`config.mk`:
```
export PLATFORM = sky130hd
export DESIGN_NAME = data_mem_responder_flat
export DESIGN_NICKNAME = d
export VERILOG_FILES = /design/src/rtl/data_mem_responder_pkg.sv /design/src/rtl/data_mem_responder_if.sv /design/src/rtl/data_mem_responder_word_array.sv /design/src/rtl/data_mem_responder.sv /design/src/flat_wrapper.sv
export SDC_FILE = /design/constraint.sdc
export NUM_CORES = 2
export LEC_CHECK = 0
export ABC_AREA = 1
export CORE_ASPECT_RATIO = 1.5
export CORE_MARGIN = 1
export CORE_UTILIZATION = 48
export DETAILED_ROUTE_END_ITERATION = 8
export DONT_BUFFER_PORTS = 1
export SYNTH_ARGS = -nofsm -noshare
export SYNTH_HDL_FRONTEND = slang
export SYNTH_HIERARCHICAL = 1
export SYNTH_SLANG_ARGS = --single-unit
```
`constraint.sdc`:
```
create_clock -name clk_i -period 6.3 [get_ports clk_i]
set_input_delay 1.26 -clock clk_i [delete_from_list [all_inputs] [get_ports clk_i]]
set_output_delay 1.26 -clock clk_i [all_outputs]
set_load 0.02 [all_outputs]
```
`src/rtl/data_mem_responder_pkg.sv`:
```
// ----------------------------------------------------------------------------
// dm_pkg: shared definitions for the data memory responder.
//
// Contents:
//   state_t      - responder FSM states (IDLE, WAIT, RESP)
//   WORD_W       - data word width in bits
//   BYTE_OFF_W   - number of byte-offset bits below the word index
//   is_bad_addr  - flags a misaligned or out-of-range byte address
// ----------------------------------------------------------------------------
package dm_pkg;

  localparam int unsigned WORD_W     = 32;
  localparam int unsigned BYTE_OFF_W = 2;

  typedef enum logic [1:0] {
    IDLE = 2'd0,
    WAIT = 2'd1,
    RESP = 2'd2
  } state_t;

  // An access is bad if it is not word aligned or its word index falls
  // outside the array. The full upper address is compared, so aliasing
  // through truncated index bits can never slip past this check.
  function automatic logic is_bad_addr(input logic [WORD_W-1:0] addr,
                                       input int unsigned       depth);
    logic [WORD_W-1:0] word_idx;
    word_idx = {{BYTE_OFF_W{1'b0}}, addr[WORD_W-1:BYTE_OFF_W]};
    return (addr[BYTE_OFF_W-1:0] != '0) || (word_idx >= depth);
  endfunction

endpackage

```
`src/rtl/data_mem_responder_if.sv`:
```
// ----------------------------------------------------------------------------
// data_mem_responder_if: MEM-stage data port between the CPU (master) and the
// memory responder (slave).
//
// Signals:
//   req_i    master->slave  request, held until ready_o is seen
//   we_i     master->slave  1 = store, 0 = load
//   addr_i   master->slave  byte address
//   wdata_i  master->slave  store data
//   rdata_o  slave->master  load data, valid with ready_o, held afterwards
//   ready_o  slave->master  one-cycle response pulse
//   err_o    slave->master  misaligned / out-of-range flag, valid with ready_o
//   stall_o  slave->master  pipeline freeze while a request is outstanding
//   busy_o   slave->master  responder is not idle
// ----------------------------------------------------------------------------
interface data_mem_responder_if;
  import dm_pkg::*;

  logic              req_i;
  logic              we_i;
  logic [WORD_W-1:0] addr_i;
  logic [WORD_W-1:0] wdata_i;
  logic [WORD_W-1:0] rdata_o;
  logic              ready_o;
  logic              err_o;
  logic              stall_o;
  logic              busy_o;

  modport master (
    output req_i, we_i, addr_i, wdata_i,
    input  rdata_o, ready_o, err_o, stall_o, busy_o
  );

  modport slave (
    input  req_i, we_i, addr_i, wdata_i,
    output rdata_o, ready_o, err_o, stall_o, busy_o
  );

endinterface

```
`src/rtl/data_mem_responder_word_array.sv`:
```
// ----------------------------------------------------------------------------
// dm_word_array: DEPTH x WORD_W storage with one synchronous write port and
// one asynchronous read port.
//
// Ports:
//   clk_i  clock; write happens on the rising edge
//   we     write enable
//   waddr  write word index
//   wdata  write data
//   raddr  read word index
//   rdata  read data (combinational from raddr)
// ----------------------------------------------------------------------------
module dm_word_array
  import dm_pkg::*;
#(
  parameter int unsigned DEPTH  = 128,
  parameter int unsigned ADDR_W = 7
) (
  input  logic              clk_i,
  input  logic              we,
  input  logic [ADDR_W-1:0] waddr,
  input  logic [WORD_W-1:0] wdata,
  input  logic [ADDR_W-1:0] raddr,
  output logic [WORD_W-1:0] rdata
);

  logic [WORD_W-1:0] mem [DEPTH];

  // NOTE: the array has no reset; clearing DEPTH words would need a
  // multi-cycle sweep or a huge reset fan-out, and contents survive reset.
  always_ff @(posedge clk_i) begin
    if (we) begin
      mem[waddr] <= wdata;
    end
  end

  assign rdata = mem[raddr];

endmodule

```
`src/rtl/data_mem_responder.sv`:
```
// ----------------------------------------------------------------------------
// data_mem_responder: slow data memory for the CPU MEM stage.
//
// Accepts one load/store at a time, waits LATENCY cycles, then answers with a
// one-cycle ready pulse. Misaligned or out-of-range accesses answer at once
// with err_o set, return zero and write nothing.
//
// Parameters:
//   DEPTH    number of 32-bit words (word index 0..DEPTH-1)
//   LATENCY  wait cycles between acceptance and response (0 allowed)
//
// Ports:
//   clk_i  clock, rising edge
//   rst_i  synchronous active-high reset; aborts any transaction in flight
//   bus    slave side of data_mem_responder_if
// ----------------------------------------------------------------------------
module data_mem_responder
  import dm_pkg::*;
#(
  parameter int unsigned DEPTH   = 128,
  parameter int unsigned LATENCY = 2
) (
  input  logic                 clk_i,
  input  logic                 rst_i,
  data_mem_responder_if.slave  bus
);

  localparam int unsigned CNT_W    = (LATENCY == 0) ? 1 : $clog2(LATENCY + 1);
  localparam int unsigned IDX_W    = (DEPTH <= 1) ? 1 : $clog2(DEPTH);
  localparam bit          ZERO_LAT = (LATENCY == 0);
  // The load value is only used when LATENCY > 0; the guard keeps the
  // expression well defined for the zero-latency build.
  localparam logic [CNT_W-1:0] CNT_LOAD =
    ZERO_LAT ? '0 : CNT_W'(LATENCY - 1);

  // FSM and counter
  state_t           state;
  logic [CNT_W-1:0] cnt;

  // Request captured at acceptance, replayed when the wait expires
  logic              cap_we;
  logic              cap_bad;
  logic [IDX_W-1:0]  cap_idx;
  logic [WORD_W-1:0] cap_wdata;

  // Registered response outputs
  logic [WORD_W-1:0] rdata_q;
  logic              ready_q;
  logic              err_q;

  // Live decode of the request on the bus
  logic             live_bad;
  logic [IDX_W-1:0] live_idx;

  assign live_bad = is_bad_addr(bus.addr_i, DEPTH);
  assign live_idx = bus.addr_i[IDX_W+BYTE_OFF_W-1:BYTE_OFF_W];

  // The edge that enters RESP performs the access. Coming straight from IDLE
  // (bad address or zero latency) the request has not been captured yet, so
  // the live bus fields are used; from WAIT the captured copy is used.
  logic              go_resp;
  logic              cur_we;
  logic              cur_bad;
  logic [IDX_W-1:0]  cur_idx;
  logic [WORD_W-1:0] cur_wdata;

  always_comb begin
    // NOTE: every output of this block gets a default first, so no path
    // through the case leaves one unassigned and no latch is inferred.
    go_resp   = 1'b0;
    cur_we    = cap_we;
    cur_bad   = cap_bad;
    cur_idx   = cap_idx;
    cur_wdata = cap_wdata;
    case (state)
      IDLE: begin
        go_resp   = bus.req_i & (live_bad | ZERO_LAT);
        cur_we    = bus.we_i;
        cur_bad   = live_bad;
        cur_idx   = live_idx;
        cur_wdata = bus.wdata_i;
      end
      WAIT:    go_resp = (cnt == '0);
      default: go_resp = 1'b0;
    endcase
  end

  // Reset wins over a commit on the same edge, so an aborted store is lost.
  logic              mem_we;
  logic [WORD_W-1:0] mem_rdata;

  assign mem_we = go_resp & ~rst_i & cur_we & ~cur_bad;

  dm_word_array #(
    .DEPTH  (DEPTH),
    .ADDR_W (IDX_W)
  ) u_word_array (
    .clk_i (clk_i),
    .we    (mem_we),
    .waddr (cur_idx),
    .wdata (cur_wdata),
    .raddr (cur_idx),
    .rdata (mem_rdata)
  );

  // NOTE: all state below uses non-blocking assignments so every register
  // samples pre-edge values, independent of statement order.
  always_ff @(posedge clk_i) begin
    if (rst_i) begin
      state   <= IDLE;
      cnt     <= '0;
      rdata_q <= '0;
      ready_q <= 1'b0;
      err_q   <= 1'b0;
    end else begin
      ready_q <= go_resp;
      err_q   <= go_resp & cur_bad;
      // Stores and bad accesses answer with zero; rdata holds between responses.
      if (go_resp) begin
        rdata_q <= (cur_we | cur_bad) ? '0 : mem_rdata;
      end

      case (state)
        IDLE: begin
          if (bus.req_i) begin
            cap_we    <= bus.we_i;
            cap_bad   <= live_bad;
            cap_idx   <= live_idx;
            cap_wdata <= bus.wdata_i;
            if (go_resp) begin
              state <= RESP;
            end else begin
              cnt   <= CNT_LOAD;
              state <= WAIT;
            end
          end
        end
        WAIT: begin
          if (cnt == '0) begin
            state <= RESP;
          end else begin
            cnt <= cnt - CNT_W'(1);
          end
        end
        // One response cycle, then back to IDLE so responses never abut.
        RESP:    state <= IDLE;
        default: state <= IDLE;
      endcase
    end
  end

  assign bus.rdata_o = rdata_q;
  assign bus.ready_o = ready_q;
  assign bus.err_o   = err_q;
  assign bus.busy_o  = (state != IDLE);
  assign bus.stall_o = bus.req_i & ~ready_q;

endmodule

```
`src/flat_wrapper.sv`:
```
// flat-port wrapper written by rule: the top's interface ports become plain ports
module data_mem_responder_flat import dm_pkg::*;
#(
  parameter int unsigned DEPTH   = 128,
  parameter int unsigned LATENCY = 2
)
  (clk_i, rst_i, bus_req_i, bus_we_i, bus_addr_i, bus_wdata_i, bus_rdata_o, bus_ready_o, bus_err_o, bus_stall_o, bus_busy_o);
  data_mem_responder_if bus_i ();
  input  logic clk_i;
  input  logic rst_i;
  input wire logic [$bits(bus_i.req_i)-1:0] bus_req_i;
  input wire logic [$bits(bus_i.we_i)-1:0] bus_we_i;
  input wire logic [$bits(bus_i.addr_i)-1:0] bus_addr_i;
  input wire logic [$bits(bus_i.wdata_i)-1:0] bus_wdata_i;
  output wire logic [$bits(bus_i.rdata_o)-1:0] bus_rdata_o;
  output wire logic [$bits(bus_i.ready_o)-1:0] bus_ready_o;
  output wire logic [$bits(bus_i.err_o)-1:0] bus_err_o;
  output wire logic [$bits(bus_i.stall_o)-1:0] bus_stall_o;
  output wire logic [$bits(bus_i.busy_o)-1:0] bus_busy_o;
  assign bus_i.req_i = bus_req_i;
  assign bus_i.we_i = bus_we_i;
  assign bus_i.addr_i = bus_addr_i;
  assign bus_i.wdata_i = bus_wdata_i;
  assign bus_rdata_o = bus_i.rdata_o;
  assign bus_ready_o = bus_i.ready_o;
  assign bus_err_o = bus_i.err_o;
  assign bus_stall_o = bus_i.stall_o;
  assign bus_busy_o = bus_i.busy_o;
  data_mem_responder #(.DEPTH(DEPTH), .LATENCY(LATENCY)) u_core (.clk_i(clk_i), .rst_i(rst_i), .bus(bus_i));
endmodule
```
[Word-level counts from Yosys, hierarchy flattened]
Memory sizes are Yosys's and may differ from the RTL's.
Index checks and enable logic that the tools add are counted.
W data, S select, Z words.
Operators by class
  add/sub/neg operators: 1
  multipliers: 0
  div/mod/pow operators: 0
  $lt $le $gt $ge: 1
  eq/ne operators: 5
  shift-type cells: 0
  muxes and demuxes: 16
  bitwise gates (word level): 10
  reductions and logical operators: 9
Operator list (count)
  $mux W32: 2
  $ge A30 B8 Y1 const B: 1
  $mux W2: 6
  $pmux W2 S2: 2
  $mux W7: 1
  $and A1 B1 Y1: 6
  $ne A2 B2 Y1 const B: 3
  $reduce_bool A2 Y1: 3
  $logic_not A2 Y1: 2
  $mux W1: 4
  $reduce_and A4 Y1: 1
  $not A1 Y1: 3
  $reduce_and A3 Y1: 1
  $eq A2 B1 Y1 const B: 1
  $ne A2 B1 Y1 const B: 1
  $pmux W1 S2: 1
  $reduce_and A2 Y1: 1
  $sub A2 B1 Y2 const B: 1
  $logic_or A1 B1 Y1: 1
  $or A1 B1 Y1: 1
Word-level totals
  flip-flop bits (word level): 79
  bits in latches: 0
  memory bits (writable): 4096
  ROM bits: 0
  input bits: 68
  output and inout port bits: 36
  memories kept: 1
Memory list
  u_core.u_word_array.mem: depth 128, width 32, read ports 1, clocked after memory_dff 0, write ports 1, line data_mem_responder_word_array.sv:27  | logic [WORD_W-1:0] mem [DEPTH];

[Logic depth before layout (Yosys ltp)]
  word-level depth: 9
  gate-level depth with buffers: 22
  gate-level depth less buffers: 17

[By module]
The synthesis kept the hierarchy.
By module, submodules not included
  dm_word_array: times used 1, cells each 13357, area an instance 163993.5 µm², sequential area each 122998.0 µm²
  data_mem_responder: times used 1, cells each 486, area an instance 3722.3 µm², sequential area each 1991.9 µm²

[Worst setup path after synthesis]
No wires, ideal clock.
  kind: input to register
  start point: input bus_req_i
  end point: register u_core.cap_bad (enable)
  setup time: 0.490 ns
  arrival: 4.159 ns
  required time: 5.810 ns
  slack: 1.651 ns
  cell stages on the path: 2
  path through: inv_1 > nor3_1
On the way
  word-level cells in the longest chain between the ends: 1
Ends and longest elaborated chain
  start, declared: line flat_wrapper.sv:11  | input wire logic [$bits(bus_i.req_i)-1:0] bus_req_i;
  $reduce_and A3 Y1 (no line)
  end signal, assigned: line data_mem_responder.sv:127  | cap_bad <= live_bad;
  end, declared: line data_mem_responder.sv:42  | logic cap_bad;
Every way passes these cells.
A chain may end at the register's enable or synchronous reset.

[Worst setup path in the final report]
  start point: register u_core.state[1]
  end point: register u_core.rdata_q[2], in the netlist u_core/bus.rdata_o[2]
On the way
  word-level cells in the longest chain between the ends: 4
  elaborated cells on any way between the ends: 9
  those cells by class: 1 x eq/ne; 5 x mux; 1 x bitwise; 1 x reduce/logical; 1 x memory
Ends and longest elaborated chain
  start, declared: line data_mem_responder.sv:37  | state_t state;
  start signal, assigned: line data_mem_responder.sv:110  | state <= IDLE;
  start signal, assigned: line data_mem_responder.sv:131  | state <= RESP;
  start signal, assigned: line data_mem_responder.sv:134  | state <= WAIT;
  $logic_not A2 Y1: line data_mem_responder.sv:75  | case (state)
  $mux W7: line data_mem_responder.sv:75
  named net u_core.cur_idx[0]: line data_mem_responder.sv:64  | logic [IDX_W-1:0] cur_idx;
  $mem_v2 Z128 W32
  named net u_core.mem_rdata[2]: line data_mem_responder.sv:90  | logic [WORD_W-1:0] mem_rdata;
  $mux W32: line data_mem_responder.sv:120  | rdata_q <= (cur_we | cur_bad) ? '0 : mem_rdata;
  end signal, assigned: line data_mem_responder.sv:120
  end, declared: line data_mem_responder.sv:47  | logic [WORD_W-1:0] rdata_q;
The timed path passes the listed nets, and every way through them passes these cells.

==> impl_metrics.csv <==
group,metric,value,unit
finish,multiInputGateArea,39000,um^2
yosys,synth.area.top_cells,"edfxtp_1 (74%), nand3_1 (12%), nand2_1 (9.9%)",
setup_path,crit_slowest_cell,"inv_16",
floorplanning,io_pins,104,
setup_path,cp_common_cell,"nand3_1",
floorplanning,core_area,347000,um^2
yosys,yosysTopAreaCell,"edfxtp_1",
sta,period_needed,5270,ps
routing,vias,113000,
floorplanning,die_w,485,um
clock_tree,clk_pin_slew_worst_paths,60,ps
yosys,synth_edf_count,4137,
yosys,synth-simple-area-share,22.4,%
place,hpwl,291,mm
floorplanning,fp.dieArea,352000,um^2
place,placed_cell_area,175000,um^2
clock_tree,numCtsBuffers,385,
yosys,yosys.cell_types.count,25,
yosys,syn_avg_cell_area,12.1,um^2
finish,fillers,28700,
routing,drt_first_iter_violations,15600,
global_route,grt_max_degree,163,
sta,fmax,0.190,GHz
sta,fin_skew,68.1,ps
global_route,grt_use_total,29.7,%
routing,drt_pass1_iterations,6,
run_status,status,"finished, final reports clean",
clock_tree,insertion_delay,960,ps
setup_path,cp.arrival,6160,ps
yosys,synth_top_area_share,74.1,%
yosys,syn-cell-area,168000,um^2
sta,tns,0,ps
yosys,synthFlopType,"edfxtp_1",
routing,detail-route-antenna-nets,0,
pwr,powerDensity,324,nW/um^2
setup_path,path_cells,"nor2_4, buf_4, nand2_1, nand2_4, inv_16, buf_12, buf_4, nand2_1, nand3_1, nand3_1, nand3_1, nand3_1, nand3_1, nand3_1, nand2_1, nand4_1, nand2_1, nand2_1, inv_1",
sta,slew_violations,0,
clock_tree,ctsResizeCount,0,
yosys,synth_xor_area_share,0,%
clock_tree,post_cts_buffers,0,
yosys,synth.area.mux_share,0.00821,%
place,gp_congestion,0.879,
routing,drc,0,
sta,rsz0062_at_grt,"no",
finish,area_growth,11.6,%
yosys,seq_area_frac_synth,74.5,%
yosys,yosys.area_share.adder,0.00746,%
clock_tree,cts_sinks,4175,
global_route,antenna_found_initial,26,
flow_run,drv_cap,0,
sta,period_share,83.6,%
pwr,p_leak,65.1,nW
finish,drive_above_1_share,8.21,%
routing,routed_via_density,6.10,
setup_path,crit_type,"flop to flop",
sta,slew_headroom,11.9,%
setup_path,start_kind,"flop",
clock_tree,cts_tree,"done",
yosys,synth_top_family_by_area,"simple AND/OR/NAND/NOR gates",
clock_tree,clockBufferDepth,4,
routing,wl_per_cell,28.7,um
yosys,ys_seq_elements,4175,
place,io_buffers,0,
yosys,synth-compound-area-share,0.0119,%
setup_path,critical_path.max_fanout,112,
yosys,yosysWarnings,6,
clock_tree,h-tree-depth,5,
yosys,async_reset_ff_share,0,%
setup_path,slowest_delay,710,ps
sta,setup_viol,0,
pwr,vdd_drop_max,0.325,mV
finish,final_area,187000,um^2
floorplanning,start_util,48.3,%
hold_path,hp-class,"input port to flop",
clock_tree,ctsHoldBuffers,0,
yosys,postSynthCellCount,13800,
clock_tree,ctsRootBufferMaster,"clkbuf_16",
sta,timing.hold.ws,375,ps
global_route,overflow,0,
floorplanning,dieHeight,726,um
global_route,grt_pass1_wl,761,mm
floorplanning,core.rowCount,265,
global_route,grt_pass1_vias,108000,
setup_path,cp-end-kind,"flop",
sta,hold_violations,0,
finish,fin_nets,13800,
setup_path,cp.required,7190,ps
yosys,synthesis.nets,13900,
routing,wl,532,mm
finish,layout.area.seq,125000,um^2
sta,tightest_slew,1320,ps
==> synthesized netlist by cell type (4+ instances only) <==
cell type  instances
nor3_1             9
nor2_1           146
inv_2              8
buf_1            101
buf_4             89
dfxtp_1           38
nand2_1         4410
inv_1             70
edfxtp_1        4137
a21oi_1            4
nand3_1         4039
buf_6             14
nand4_1           32
clkbuf_1         118
buf_2            612
==> cell type report <==
class | count | share of cell area [%]
Tap cell | 4539 | 3.03
Inverter | 80 | 0.188
Multi-Input combinational cell | 8653 | 20.8
Sequential cell | 4175 | 66.8
Timing Repair Buffer | 421 | 2.44
Antenna cell | 18 | 0.0241
Clock inverter | 207 | 1.26
Clock buffer | 482 | 5.46
==> metrics by stage <==
stage | power (mW) | std cells | setup slack [ps] | util, %
5_1_grt | 62.1 | 18600 | 1130 | 53.9
3_5_place_dp | 37.3 | 17900 | 760 | 50.2
3_3_place_gp | 37.2 | 17900 | 730 | 50.2
4_1_cts | 60.7 | 18600 | 1220 | 53.9
6_report | 60.6 | 18600 | 1030 | 53.9
2_1_floorplan | 34.8 | 13800 | 1650 | -
==> registers in the layout, summed over array words and instances, names as in the netlist <==
signal and cells:
u_core/u_word_array/mem 4096, u_core/bus.rdata_o 32, u_core/cap_wdata 32, u_core/cap_idx 7, u_core/cnt 2, u_core/state 2
u_core/bus.err_o 1, u_core/bus.ready_o 1, u_core/cap_bad 1, u_core/cap_we 1
==> critical path: cells and delay by family, from the launching register on <==
| family | cells | cell delay (ps) |
|---|---|---|
| flip-flops | 1 | 390 |
| buffers and inverters | 5 | 1570 |
| AND/OR/NAND/NOR | 14 | 3020 |
==> cells in the final DEF (no fill, tap or decap), types with 8 or more instances in the layout <==
cell,Yosys,layout
nor2_4,1,129
inv_1,70,68
clkbuf_16,0,391
bufinv_16,0,50
clkinv_2,0,57
clkbuf_1,118,81
edfxtp_1,4137,4137
nand2_2,3,11
clkbuf_8,0,10
nor3_1,9,8
clkinvlp_4,0,8
nand3_1,4039,4039
buf_4,89,308
nor2_1,146,18
nand2_4,2,40
nand4_1,32,32
clkinv_1,0,76
nand2_1,4410,4364
dfxtp_1,38,38
diode_2,0,18
buf_12,0,113
==> metal layers <==
layer / global-route usage [%] / vias up / share of wire, %
li1: - / 49100 / -
met3: 5.18 / 1172 / 10
met5: 0 / - / 0.041
met1: 39.0 / 56500 / 37
met2: 47.7 / 6605 / 47
met4: 15.0 / 6 / 5.7
==> path summary, 6_finish.rpt <==
kind                                      from                                 end  slack (ps)  cells after the start
setup / recovery  u_core/state[1]$_SDFFE_PP0P_  u_core/bus.rdata_o[2]$_SDFFE_PP0P_        1030                     19
hold / removal                           rst_i        u_core/state[0]$_SDFFE_PP0P_         370                      1
setup reg to reg  u_core/state[1]$_SDFFE_PP0P_  u_core/bus.rdata_o[2]$_SDFFE_PP0P_        1030                     19
hold reg to reg     u_core/cnt[0]$_SDFFE_PP0P_          u_core/cnt[0]$_SDFFE_PP0P_         430                      1
==> cell families after synthesis <==
logic type,count (synthesis)
compound gates,4
fa+ha+maj,1
buf+inv,1015
flops,4175
mux,1
simple gates,8647
==> power by group <==
part           internal (mW)  switching (mW)  total [mW]
Combinational           1.29            4.58        5.87
Clock                   13.6            10.3        23.8
Sequential              30.8          0.0895        30.9
Total                   45.7            14.9        60.6
Power figures use the tool's default switching activity.
